==> src/rtl/irq_grant_controller.sv <==
// ==========================================================================
// irq_grant_controller: 8-line IRQ sync/latch, mask, fixed-priority grant
// with req/ack/EOI handshake and a registered one-hot grant.  Rev 1.0
// ==========================================================================
`default_nettype none

module irq_grant_controller #(
  parameter int SYNC_STAGES = 2,
  parameter bit EDGE_MODE   = 1'b1
) (
  input  logic       clk,
  input  logic       rst,
  input  logic [7:0] irq_in,
  input  logic       mask_wr,
  input  logic [7:0] mask_data,
  output logic [7:0] irq_mask,
  output logic [7:0] pending,
  output logic [7:0] in_service,
  output logic       int_req,
  input  logic       int_ack,
  input  logic       eoi,
  output logic [7:0] grant_onehot,
  output logic       grant_valid
);

  typedef enum logic [1:0] {
    S_IDLE    = 2'd0,
    S_REQ     = 2'd1,
    S_SERVICE = 2'd2
  } state_t;

  state_t                        state_q, state_d;
  logic [SYNC_STAGES-1:0][7:0]   sync_q, sync_d;
  logic [7:0]                    sync_dly_q, sync_dly_d;
  logic [7:0]                    pending_q, pending_d;
  logic [7:0]                    mask_q, mask_d;
  logic [7:0]                    in_service_q, in_service_d;
  logic [7:0]                    grant_q, grant_d;
  logic                          int_req_q, int_req_d;

  logic [7:0] sync;
  logic [7:0] set_vec;
  logic [7:0] clr_vec;
  logic [7:0] eligible;
  logic [7:0] lowest;

  assign sync = sync_q[SYNC_STAGES-1];

  // Datapath: synchroniser, request latching and masking
  always_comb begin
    sync_d     = {sync_q[SYNC_STAGES-2:0], irq_in};
    sync_dly_d = sync;
    set_vec    = EDGE_MODE ? (sync & ~sync_dly_q) : sync;
    clr_vec    = (state_q == S_REQ && int_ack) ? grant_q : 8'h00;
    // A new request on the acknowledged line survives the clear.
    pending_d  = (pending_q & ~clr_vec) | set_vec;
    mask_d     = mask_wr ? mask_data : mask_q;
    eligible   = pending_q & ~mask_q;
    lowest     = eligible & (~eligible + 8'd1);
  end

  // Handshake FSM
  always_comb begin
    state_d      = state_q;
    grant_d      = grant_q;
    int_req_d    = int_req_q;
    in_service_d = in_service_q;
    unique case (state_q)
      S_IDLE: begin
        if (eligible != 8'h00) begin
          grant_d   = lowest;
          int_req_d = 1'b1;
          state_d   = S_REQ;
        end
      end
      S_REQ: begin
        if (int_ack) begin
          in_service_d = grant_q;
          int_req_d    = 1'b0;
          state_d      = S_SERVICE;
        end
      end
      S_SERVICE: begin
        if (eoi) begin
          in_service_d = 8'h00;
          grant_d      = 8'h00;
          state_d      = S_IDLE;
        end
      end
      default: begin
        state_d      = S_IDLE;
        grant_d      = 8'h00;
        int_req_d    = 1'b0;
        in_service_d = 8'h00;
      end
    endcase
  end

  always_ff @(posedge clk or posedge rst) begin
    if (rst) begin
      state_q      <= S_IDLE;
      sync_q       <= '0;
      sync_dly_q   <= 8'h00;
      pending_q    <= 8'h00;
      mask_q       <= 8'hFF;
      in_service_q <= 8'h00;
      grant_q      <= 8'h00;
      int_req_q    <= 1'b0;
    end else begin
      state_q      <= state_d;
      sync_q       <= sync_d;
      sync_dly_q   <= sync_dly_d;
      pending_q    <= pending_d;
      mask_q       <= mask_d;
      in_service_q <= in_service_d;
      grant_q      <= grant_d;
      int_req_q    <= int_req_d;
    end
  end

  assign irq_mask     = mask_q;
  assign pending      = pending_q;
  assign in_service   = in_service_q;
  assign int_req      = int_req_q;
  assign grant_onehot = grant_q;
  assign grant_valid  = |grant_q;

endmodule

`default_nettype wire

==> config.mk <==
export PLATFORM = sky130hd
export DESIGN_NAME = irq_grant_controller
export DESIGN_NICKNAME = d
export VERILOG_FILES = /design/src/rtl/irq_grant_controller.sv
export SDC_FILE = /design/constraint.sdc
export NUM_CORES = 1
export LEC_CHECK = 0
export ABC_AREA = 1
export CORE_MARGIN = 2
export CORE_UTILIZATION = 50
export CTS_BUF_LIST = sky130_fd_sc_hd__clkbuf_2
export CTS_CLUSTER_SIZE = 14
export DETAILED_ROUTE_END_ITERATION = 10
export MAX_ROUTING_LAYER = met4
export PLACE_DENSITY_LB_ADDON = 0.3
export SLEW_MARGIN = 30
export SYNTH_ARGS = -nofsm -noshare
export SYNTH_HDL_FRONTEND = slang
export SYNTH_SLANG_ARGS = --single-unit
==> constraint.sdc <==
create_clock -name clk -period 5.19 [get_ports clk]
set_clock_uncertainty 0.2 [all_clocks]
set_input_delay 1.038 -clock clk [delete_from_list [all_inputs] [get_ports clk]]
set_output_delay 1.038 -clock clk [all_outputs]
set_load 0.02 [all_outputs]
; ---- Yosys cells after proc, flatten, opt, wreduce, memory -nomap -nowiden
; Index checks and enable logic that the tools add are counted.
[word_totals]
elab_cells = 48
regBits = 59
out_inout_bits = 34
in_bits = 21
[op_classes]
n_reduce_logical = 8
bitwise = 12
n_eq_ne = 5
addsub = 1
mux = 13
[op_table]
columns = operator, count
row1 = $pmux 8 s3, 2
row2 = $and 8x8->8, 4
row3 = $mux 8, 4
row4 = $not 8->8, 4
row5 = $reduce_and 3->1, 4
row6 = $add 8x1->8 const B, 1
row7 = $or 8x8->8, 1
row8 = $reduce_bool 8->1, 1
row9 = $reduce_or 8->1, 1
row10 = $mux 2, 3
row11 = $ne 2x2->1 const B, 3
row12 = $pmux 2 s3, 1
row13 = $not 1->1, 3
row14 = $pmux 1 s3, 1
row15 = $eq 2x1->1 const B, 1
row16 = $eq 2x2->1 const B, 1
row17 = $logic_not 2->1, 1
row18 = $mux 1, 2
row19 = $logic_and 1x1->1, 1

; ---- Logic depth before layout (Yosys ltp)
; Gate-level depths: netlist of run 1.
[depth]
depth_word = 7
depth_mapped = 8
mapped_depth_nobuf = 8

; ---- Worst setup path before layout of run 1
; No wires, ideal clock.
[synth_timing]
kind = reg-to-output
from = register grant_q[4], in the netlist grant_onehot[4]
to = output port grant_valid
slack_ps = 2998
arrival_ps = 954
n_path_buf = 0
path_stages_with_launch = 3
required_time_ps = 3952
cell_sequence = dfrtp_1 nor4_1 nand3_1
[synth_between]
elab_chain_cells = 1
[synth_rtl]
columns = item, line
row1 = "start, declared", 38  ; logic [7:0] grant_q, grant_d;
row2 = "start signal, assigned", 116  ; grant_q <= grant_d;
row3 = $reduce_or 8->1, 126  ; assign grant_valid = |grant_q;
row4 = "end, declared", 23  ; output logic grant_valid
; No other way between the ends.

; ---- Worst setup path after layout of run 1
; Ends and elaborated chain as after synthesis.

==> run summary, run 1 <==
Initial Utilization -> 52.42%
initial antenna violation count -> 0
ant diodes -> 0
Reg-to-Reg Start -> state_q[0]$_DFFE_PP0P_
max-slew violation count -> 0
Tot GR Track Use -> 20.11%
syn nets -> 219
Num CTS Buffers -> 9
antenna viol nets, final -> 0
Mapped Cells -> 198
share of cells above drive strength 1 -> 10.15%
minimum clock period after layout -> 3254 ps
sequential area share after synthesis -> 69.88%
Adder-Cell Fraction of Synth Area -> 0%
met1 Usage GRT -> 24.48%
Slowest-stage cell, CP -> clkdlybuf4s50_1
placed insts -> 300
WHS Path Cells -> 0
1st-iter DRT viols -> 137
Placer Congestion -> 0.8298
simple-gate share of the synthesized area -> 13.18%
clock root cell -> clkbuf_2
Die Y-Extent -> 69.23 um
# hold bufs at CTS -> 0
Worst Path Required -> 3950 ps
I/O Pins -> 55
Critical Setup Path Class -> flop to output port
overall power -> 1.200 mW
LEAKAGE -> 1.315 nW
Yosys Warn Count -> 0
CTS tree -> yes
CP delay by family, top -> buffers and inverters
slowest cell delay on critical path -> 570 ps
Setup Buffers After CTS -> 0
pre-CTS setup slack -> 2383 ps
FF-to-FF path depth -> 7
Via density -> 4.930
Worst Hold End -> sync[2]$_DFF_PP0_
critical path, cell by cell -> nor4_1 -> nand3_1 -> clkdlybuf4s50_1
HP Class -> flop to flop
most used routing layer -> met2
Crit. End Element -> output port
Clock transition at path regs -> 160 ps
r2r endpoint -> grant_onehot[2]$_DFFE_PP0P_
Yosys top cell by area -> dfrtp_1
CTS max path bufs -> 2
status -> finished clean
crit share post-route -> 62.71%
Area Overhead vs Synth -> 32.65%
pin count of the biggest net entering global routing -> 60
top cells by area, synth -> dfrtp_1, dfstp_2, inv_1, nand2_1, o21ai_0
total clock sinks -> 59
Synth Register Bits -> 59
total number of vias -> 1558
drt first pass iters -> 5
total detailed-routing wirelength -> 4145 um
Port Buffers -> 54
worst hold start -> sync_d[10]$_DFF_PP0_
Distinct cells, synth -> 20
RSZ-0062 raised after global routing -> no
CP Buf/Inv Count -> 1
first-pass GRT wire length -> 7127 um
DP HPWL -> 2847 um
Worst slew margin -> 48.51%
vias in the first global route -> 1526
Synth Flop Type -> dfrtp_1
Worst-Skew Late Latency -> 490 ps
core box area -> 4058 sq um
area of the multi-input gates -> 474.2 sq um
final setup fails -> 0
worst setup margin -> 1936 ps
register area -> 1486 sq um
die width -> 69.23 um
drt drc -> 0
reg2reg setup slack -> 3220 ps
worst slew pin tran -> 769.6 ps
GR Overflow Total -> 0
die area -> 4792 sq um
compound-cell area share of the yosys netlist -> 8.588%
fill count -> 317
# nets final -> 282
H-tree depth -> 3
post-CTS resize count -> 0
Max-Cap Viols -> 0
Peak Freq -> 0.3073 GHz
Async S/R FF share, synth -> 100.0%
number of flops mapped to enable cells by yosys -> 0
Yosys top cell area share -> 60.00%
xor-xnor portion of the synthesized cell area -> 0%
Hold Vio Cnt, Final -> 0
Post-Syn Area -> 2127 sq um
startpoint class of the critical path -> flop
crit-path max FO -> 4
Std-Cell Rows -> 23
Critical Path AT -> 2020 ps
grt met3 use -> 6.105%
Layout Cells excl Fill -> 316
P per Cell Area -> 425.2 nW/um^2
average size of a mapped cell -> 10.74 sq um
Peak VDD IR -> 0.2689 mV
WL/cell -> 13.12 um
met2 Track Usage GR -> 29.38%
largest family of logic cells by synthesized area -> simple AND/OR/NAND/NOR gates
setup TNS -> 0 ps
mux cell area share after synthesis -> 0.5294%
-- cell families (layout without fill, tap and decap cells) --
| logic type | Yosys count | in the layout |
|---|---|---|
| buffers and inverters | 42 | 110 |
| muxes | 1 | 1 |
| and+or+nand+nor | 62 | 62 |
| AOI/OAI and AO/OA | 34 | 34 |
| DFF | 59 | 59 |
-- per-layer routing --
layer,vias up,share of wire (%)
li1,752,-
met1,737,44
met2,57,46
met3,12,6.8
met4,0,3.1
met5,-,0
-- synthesized netlist by cell type (3+ instances only) --
library cell and n:
dfrtp_1 51, inv_1 39, nand2_1 38, o21ai_0 24
dfstp_2 8, o22ai_1 8, nor2_1 7, nand3_1 6
nand4_1 4, nor3_1 3
-- flip-flops by register name, summed over array words and instances (netlist names) --
name / flops
sync_dly_q: 8
state_q: 2
sync_d: 8
irq_mask: 8
pending: 8
in_service: 8
sync: 8
grant_onehot: 8
int_req: 1
-- worst reg2reg max path, stage by stage, from the launching register on --
cell     delay (ps)
dfrtp_1         450
nor2_1          600
nand2_1         110
nor2_1          110
nand3_1         110
nand3_2         170
nand2_1          90
nand2_1          70
-- worst max path at each step --
stage                                     start                           to  slack, ps  cells past startpoint
global route        grant_onehot[4]$_DFFE_PP0P_                  grant_valid       1860                      3
floorplan                                   rst  grant_onehot[0]$_DFFE_PP0P_       2510                      1
CTS                 grant_onehot[4]$_DFFE_PP0P_                  grant_valid       1900                      3
global placement                        int_ack         pending[3]$_DFF_PP0_       2500                      4
detailed placement                      int_ack         pending[0]$_DFF_PP0_       2380                      4
finish              grant_onehot[4]$_DFFE_PP0P_                  grant_valid       1940                      3
-- layout by cell type (no fill, tap or decap), types with 2 or more instances in the layout --
cell             instances
nand4_1                  4
inv_1                   38
dfrtp_1                 51
nand3_1                  6
dfstp_2                  8
clkdlybuf4s50_1         54
o21ai_0                 24
clkbuf_2                 9
o22ai_1                  8
clkinv_2                 2
nor3_1                   3
clkinv_1                 3
nand2_1                 38
nor2_1                   7
-- where the power goes --
group | total (mW) | switching, mW | internal (mW) | leakage [nW]
Combinational | 0.363 | 0.212 | 0.152 | 0.559
Sequential | 0.568 | 0.0461 | 0.522 | 0.692
Clock | 0.269 | 0.164 | 0.105 | 0.0642
Total | 1.20 | 0.422 | 0.778 | 1.32
-- per-stage QoR --
stage,util [%],hold WS [ps],instance area [sq um]
final,69.53,168.9,2821
after CTS,69.53,171.7,2821
after floorplan,-,131.2,2127
after global routing,69.53,179.7,2821
after global placement,66.98,131.5,2718
after detailed placement,66.98,137.9,2718
-- final cells by class --
class / instances / share of cell area (%)
Inverter: 39 / 5.188
Clock inverter: 7 / 2.084
Timing Repair Buffer: 55 / 19.42
Tap cell: 50 / 2.217
Clock buffer: 9 / 1.596
Multi-Input combinational cell: 97 / 16.81
Sequential cell: 59 / 52.68
No activity file was read; power rests on OpenSTA's default activity.
==> inputs of run 2 (changes only) <==
==> constraint.sdc (replaced) <==
create_clock -name clk -period 3.06 [get_ports clk]
set_clock_uncertainty 0.2 [all_clocks]
set_input_delay 0.612 -clock clk [delete_from_list [all_inputs] [get_ports clk]]
set_output_delay 0.612 -clock clk [all_outputs]
set_load 0.02 [all_outputs]
==> run 2 against run 1 <==
Sequential share of layout area fell by 0.14 points. Global-route usage fell by 0.27 points. Die area did not move. Wire length fell by 0.82%. Critical endpoint unchanged. Largest power group unchanged. Highest routed layer unchanged.
==> run summary, run 2 (synthesized netlist as in run 1, its figures left out) <==
core box area -> 4058 sq um (unchanged)
LEAKAGE -> 1.320 nW (+0.38%)
total detailed-routing wirelength -> 4111 um (-0.82%)
logic gate share of total power -> 30.8% (+0.5 points)
I/O Pins -> 55 (unchanged)
startpoint class of the critical path -> flop
Peak Freq -> 0.3589 GHz
max-slew violation count -> 0 (unchanged)
Placer Congestion -> 0.8242 (-0.67%)
DP HPWL -> 2912 um (+2.3%)
Setup Buffers After CTS -> 0 (unchanged)
Std-Cell Rows -> 23 (unchanged)
CP delay by family, top -> buffers and inverters
# nets final -> 283 (+0.35%)
H-tree depth -> 3 (unchanged)
Slowest-stage cell, CP -> clkdlybuf4s50_1
Critical path origin -> grant_onehot[5]$_DFFE_PP0P_
most frequent cells in the layout -> clkdlybuf4s50_1, dfrtp_1, inv_1, nand2_1, o21ai_0
Via density -> 4.826 (-2.1%)
HP Class -> flop to flop
Hold Vio Cnt, Final -> 0 (unchanged)
total clock sinks -> 59 (unchanged)
P per Cell Area -> 722.5 nW/um^2 (+70%)
crit share post-route -> 91.06%
Clock transition at path regs -> 170 ps (about the same)
Num CTS Buffers -> 9 (unchanged)
first-pass GRT wire length -> 7017 um (-1.5%)
final core utilization -> 69.72% (+0.19 points)
RSZ-0062 raised after global routing -> no
initial antenna violation count -> 0 (unchanged)
Sw Share -> 34.94% (-0.21 points)
status -> finished clean
Worst Setup EP -> grant_valid
final setup fails -> 0 (unchanged)
placed insts -> 301 (+0.33%)
FF-to-FF path depth -> 8 (+1)
Crit. End Element -> output port
Peak VDD IR -> 0.3716 mV (+38%)
die area -> 4792 sq um (unchanged)
critical path, cell by cell -> nor4_1 -> nand3_1 -> clkdlybuf4s50_1
vias in the first global route -> 1507 (-1.2%)
share of cells above drive strength 1 -> 10.49% (+0.34 points)
worst slew pin tran -> 695.8 ps (-73.83 ps)
ant diodes -> 0 (unchanged)
Internal Power -> 1.330 mW (+71%)
r2r endpoint -> grant_onehot[4]$_DFFE_PP0P_
drt drc -> 0 (unchanged)
pre-CTS setup slack -> 725.8 ps (-1657 ps)
pin count of the biggest net entering global routing -> 60 (unchanged)
total number of vias -> 1530 (-1.8%)
crit-path max FO -> 4 (unchanged)
worst setup margin -> 273.5 ps (-1662 ps)
reg2reg setup slack -> 1340 ps (-1880 ps)
drt first pass iters -> 4 (-1)
slowest cell delay on critical path -> 570 ps (about the same)
CTS max path bufs -> 2 (unchanged)
switching pwr -> 0.7141 mW (+69%)
Worst Path Required -> 2250 ps (-1700 ps)
antenna viol nets, final -> 0 (unchanged)
1st-iter DRT viols -> 104 (-24%)
Critical Path AT -> 1970 ps (-50 ps)
Tot GR Track Use -> 19.84% (-0.27 points)
minimum clock period after layout -> 2787 ps
clock root cell -> clkbuf_2
Worst slew margin -> 53.62% (+5.1 points)
CP Buf/Inv Count -> 1 (unchanged)
Critical Setup Path Class -> flop to output port
commonest non-fill, non-tap cell in the layout -> clkdlybuf4s50_1
# hold bufs at CTS -> 0 (unchanged)
WL/cell -> 12.97 um (-1.1%)
setup TNS -> 0 ps (unchanged)
Port Buffers -> 54 (unchanged)
Layout Cells excl Fill -> 317 (+0.32%)
die width -> 69.23 um (unchanged)
Area Overhead vs Synth -> 33.00%
overall power -> 2.044 mW (+70%)
Max-Cap Viols -> 0 (unchanged)
Seq pwr share -> 47.1% (-0.2 points)
Die Y-Extent -> 69.23 um (unchanged)
Reg-to-Reg Start -> irq_mask[1]$_DFFE_PP1P_
Initial Utilization -> 52.42% (unchanged)
Clk network pwr share -> 22.1% (-0.3 points)
Worst-Skew Late Latency -> 460 ps (-30 ps)
Crit path depth -> 3 (unchanged)
CTS tree -> yes
post-CTS resize count -> 0 (unchanged)
GR Overflow Total -> 0 (unchanged)
run 2: final cells by class:
| class | count | area, sq um |
|---|---|---|
| Clock inverter | 7 | 58.81 |
| Fill cell | 323 | 1229 |
| Clock buffer | 9 | 45.04 |
| Inverter | 39 | 146.4 |
| Multi-Input combinational cell | 97 | 474.2 |
| Sequential cell | 59 | 1486 |
| Tap cell | 50 | 62.56 |
| Timing Repair Buffer | 56 | 555.5 |
run 2: routing by layer:
layer	vias up	GRT usage, %	share of wire [%]
met5	-	-	0
met4	0	12.42	1.9
met3	8	5.087	5.2
met2	42	29.27	48
met1	724	24.55	45
li1	756	-	-
run 2: through the flow:
stage | hold slack [ps] | cell area, sq um
after floorplan | 131.2 | 2127
after global placement | 131.8 | 2725
after detailed placement | 137.9 | 2725
after CTS | 170.1 | 2829
after global routing | 176.6 | 2829
final | 169.1 | 2829
run 2: worst min-delay path by stage:
stage                               startpoint                 to  slack, ps  cells after the start
after CTS                 sync_d[11]$_DFF_PP0_  sync[3]$_DFF_PP0_        170                      0
after detailed placement  sync_d[11]$_DFF_PP0_  sync[3]$_DFF_PP0_        140                      0
after global routing      sync_d[12]$_DFF_PP0_  sync[4]$_DFF_PP0_        180                      0
final                     sync_d[10]$_DFF_PP0_  sync[2]$_DFF_PP0_        170                      0
after global placement    sync_d[15]$_DFF_PP0_  sync[7]$_DFF_PP0_        130                      0
after floorplan            sync_d[8]$_DFF_PP0_  sync[0]$_DFF_PP0_        130                      0
run 2: power groups by stage:
| stage | registers (mW) | logic (mW) | clock network, mW |
|---|---|---|---|
| after global routing | 0.982 | 0.688 | 0.506 |
| after floorplan | 1.05 | 0.292 | 0 |
| after detailed placement | 0.979 | 0.634 | 0 |
| after CTS | 0.965 | 0.638 | 0.462 |
| final | 0.963 | 0.629 | 0.451 |
| after global placement | 0.976 | 0.621 | 0 |
==> inputs of run 3 (changes only) <==
--- a/config.mk
+++ b/config.mk
@@ -5,7 +5,7 @@
 export SDC_FILE = /design/constraint.sdc
 export NUM_CORES = 1
 export LEC_CHECK = 0
-export ABC_AREA = 1
+export ABC_AREA = 0
 export CORE_MARGIN = 2
 export CORE_UTILIZATION = 50
 export CTS_BUF_LIST = sky130_fd_sc_hd__clkbuf_2
@@ -13,6 +13,7 @@
 export DETAILED_ROUTE_END_ITERATION = 10
 export MAX_ROUTING_LAYER = met4
 export PLACE_DENSITY_LB_ADDON = 0.3
+export RECOVER_POWER = 100
 export SLEW_MARGIN = 30
 export SYNTH_ARGS = -nofsm -noshare
 export SYNTH_HDL_FRONTEND = slang
==> run 3 against run 2 <==
Core utilization decreased by 0.81 points. Area after synthesis shrank 0.53%. Critical endpoint unchanged. Clock power is 19% lower. Sequential share of layout area is 0.99 points higher. Clock-buffer cell count rose by 3.
==> run summary, run 3 <==
die area -> 4768 sq um (-0.50%)
drt first pass iters -> 4 (unchanged)
Worst slew margin -> 29.62% (-24 points)
Port Buffers -> 54 (unchanged)
H-tree depth -> 3 (unchanged)
total detailed-routing wirelength -> 4285 um (+4.2%)
placed cell areas -> 2724 sq um (about the same)
met2 Track Usage GR -> 33.23% (+4.0 points)
Via density -> 5.229 (+8.3%)
worst slew pin tran -> 1045 ps (+349.0 ps)
most used routing layer -> met2
Tot GR Track Use -> 21.07% (+1.2 points)
antenna viol nets, final -> 0 (unchanged)
CTS max path bufs -> 2 (unchanged)
Worst-Skew Late Latency -> 470 ps (about the same)
Hold Vio Cnt, Final -> 0 (unchanged)
final setup fails -> 0 (unchanged)
GR Overflow Total -> 0 (unchanged)
CTS tree -> yes
sequential area share after synthesis -> 70.25% (+0.37 points)
WHS Path Cells -> 0 (unchanged)
fill count -> 296 (-8.4%)
clock root cell -> clkbuf_2
post-CTS resize count -> 0 (unchanged)
top cells by area, synth -> dfrtp_1, dfstp_2, nand2_1, mux2_2, nor2b_1
r2r endpoint -> grant_onehot[2]$_DFFE_PP0P_
Post-Syn Area -> 2116 sq um (-0.53%)
Distinct cells, synth -> 30 (+50%)
Synth Flop Type -> dfrtp_1
DP HPWL -> 3190 um (+9.5%)
grt met3 use -> 4.678% (-0.41 points)
Area Overhead vs Synth -> 31.22%
ant diodes -> 0 (unchanged)
total number of vias -> 1485 (-2.9%)
Max-Cap Viols -> 0 (unchanged)
most frequent cells in the layout -> dfrtp_1, dlygate4sd3_1, nand2_1, clkbuf_2, inv_1
pin count of the biggest net entering global routing -> 34 (-43%)
count leader, synth -> dfrtp_1
Yosys top cell by area -> dfrtp_1
Synth Register Bits -> 59 (unchanged)
Num CTS Buffers -> 9 (unchanged)
P per Cell Area -> 705.7 nW/um^2 (-2.3%)
# nets final -> 250 (-12%)
WL/cell -> 15.09 um (+16%)
drt drc -> 0 (unchanged)
LEAKAGE -> 1.340 nW (+1.5%)
met1 Usage GRT -> 24.88% (+0.32 points)
area of the multi-input gates -> 566.8 sq um (+20%)
Std-Cell Rows -> 23 (unchanged)
minimum clock period after layout -> 2785 ps (-1.238 ps)
total clock sinks -> 59 (unchanged)
Async S/R FF share, synth -> 100.0% (unchanged)
startpoint class of the critical path -> flop
Critical path origin -> grant_onehot[0]$_DFFE_PP0P_
Yosys top cell area share -> 60.32% (+0.32 points)
Mapped Cells -> 167 (-16%)
Worst Setup EP -> grant_valid
register area -> 1486 sq um (unchanged)
reg2reg setup slack -> 830 ps (-510 ps)
die width -> 69.05 um (-0.25%)
1st-iter DRT viols -> 92 (-12%)
initial antenna violation count -> 0 (unchanged)
crit share post-route -> 91.02% (about the same)
I/O Pins -> 55 (unchanged)
Die Y-Extent -> 69.05 um (-0.25%)
commonest non-fill, non-tap cell in the layout -> dfrtp_1
Yosys Warn Count -> 0 (unchanged)
share of cells above drive strength 1 -> 13.68% (+3.2 points)
Worst Path Required -> 2250 ps (about the same)
FF-to-FF path depth -> 4 (-4)
status -> finished clean
average size of a mapped cell -> 12.67 sq um (+18%)
number of flops mapped to enable cells by yosys -> 0 (unchanged)
crit-path max FO -> 4 (unchanged)
Reg-to-Reg Start -> irq_mask[5]$_DFFE_PP1P_
first-pass GRT wire length -> 7334 um (+4.5%)
Placer Congestion -> 0.8709 (+5.7%)
Initial Utilization -> 52.52% (+0.095 points)
# hold bufs at CTS -> 0 (unchanged)
Setup Buffers After CTS -> 0 (unchanged)
syn nets -> 188 (-14%)
Peak Freq -> 0.3590 GHz (about the same)
Peak VDD IR -> 0.3513 mV (-5.5%)
setup TNS -> 0 ps (unchanged)
core box area -> 4029 sq um (-0.71%)
max-slew violation count -> 0 (unchanged)
Clock transition at path regs -> 160 ps (about the same)
HP Class -> flop to flop
Crit. End Element -> output port
synth cell count leaders -> dfrtp_1, nand2_1, inv_1
vias in the first global route -> 1503 (-0.27%)
Critical Path AT -> 1970 ps (about the same)
Final Instance Area -> 2776 sq um (-1.9%)
Critical Setup Path Class -> flop to output port
RSZ-0062 raised after global routing -> no
[run 3: stage by stage]
stage          hold WS [ps]  utilization [%]  total power, mW  worst slack [ps]  instances
2_1_floorplan         131.2                -            1.363             804.9        167
3_3_place_gp          133.2            67.61            1.637             905.2        268
3_5_place_dp          137.3            67.61            1.663             841.2        268
6_report              165.0            68.91            1.959             274.7        284
5_1_grt               181.9            68.91            2.082             162.3        284
4_1_cts               167.5            69.53            2.026             363.7        284
[run 3: cell families after synthesis]
kind of cell / after synthesis / synth area share (%)
compound gates: 24 / 8.634
mux: 9 / 4.731
buf+inv: 14 / 2.484
simple gates: 61 / 13.90
flops: 59 / 70.25
[run 3: worst min path at each step]
stage / start / end / slack (ps)
after floorplan: sync_d[8]$_DFF_PP0_ / sync[0]$_DFF_PP0_ / 130
after global placement: sync_d[8]$_DFF_PP0_ / sync[0]$_DFF_PP0_ / 130
after detailed placement: sync_d[8]$_DFF_PP0_ / sync[0]$_DFF_PP0_ / 140
after CTS: sync_d[8]$_DFF_PP0_ / sync[0]$_DFF_PP0_ / 170
after global routing: sync_d[12]$_DFF_PP0_ / sync[4]$_DFF_PP0_ / 180
final: sync_d[8]$_DFF_PP0_ / sync[0]$_DFF_PP0_ / 170
[run 3: power breakdown]
| part | switching, mW | leakage, nW | internal (mW) |
|---|---|---|---|
| Clock | 0.255 | 0.0608 | 0.110 |
| Combinational | 0.338 | 0.589 | 0.262 |
| Sequential | 0.0983 | 0.690 | 0.895 |
[run 3: final cells by class]
type | count | share of cell area (%)
sequential | 59 | 53.54
multi-input combinational | 94 | 20.41
timing repair buffer | 55 | 19.65
tap | 50 | 2.253
clock buffer | 12 | 2.163
inverter | 10 | 1.352
clock inverter | 4 | 0.6309
[run 3: critical path, stage by stage, from the launching register on]
cell and delay (ps):
dfrtp_1 440, nor4_1 300, nand2_1 100, dlygate4sd3_1 650
[run 3: metal layers]
metal / part of all wire (%) / vias to the layer above
met3: 4.5 / 9
met1: 41 / 735
li1: - / 693
met2: 52 / 48
met4: 2.5 / 0
met5: 0 / -
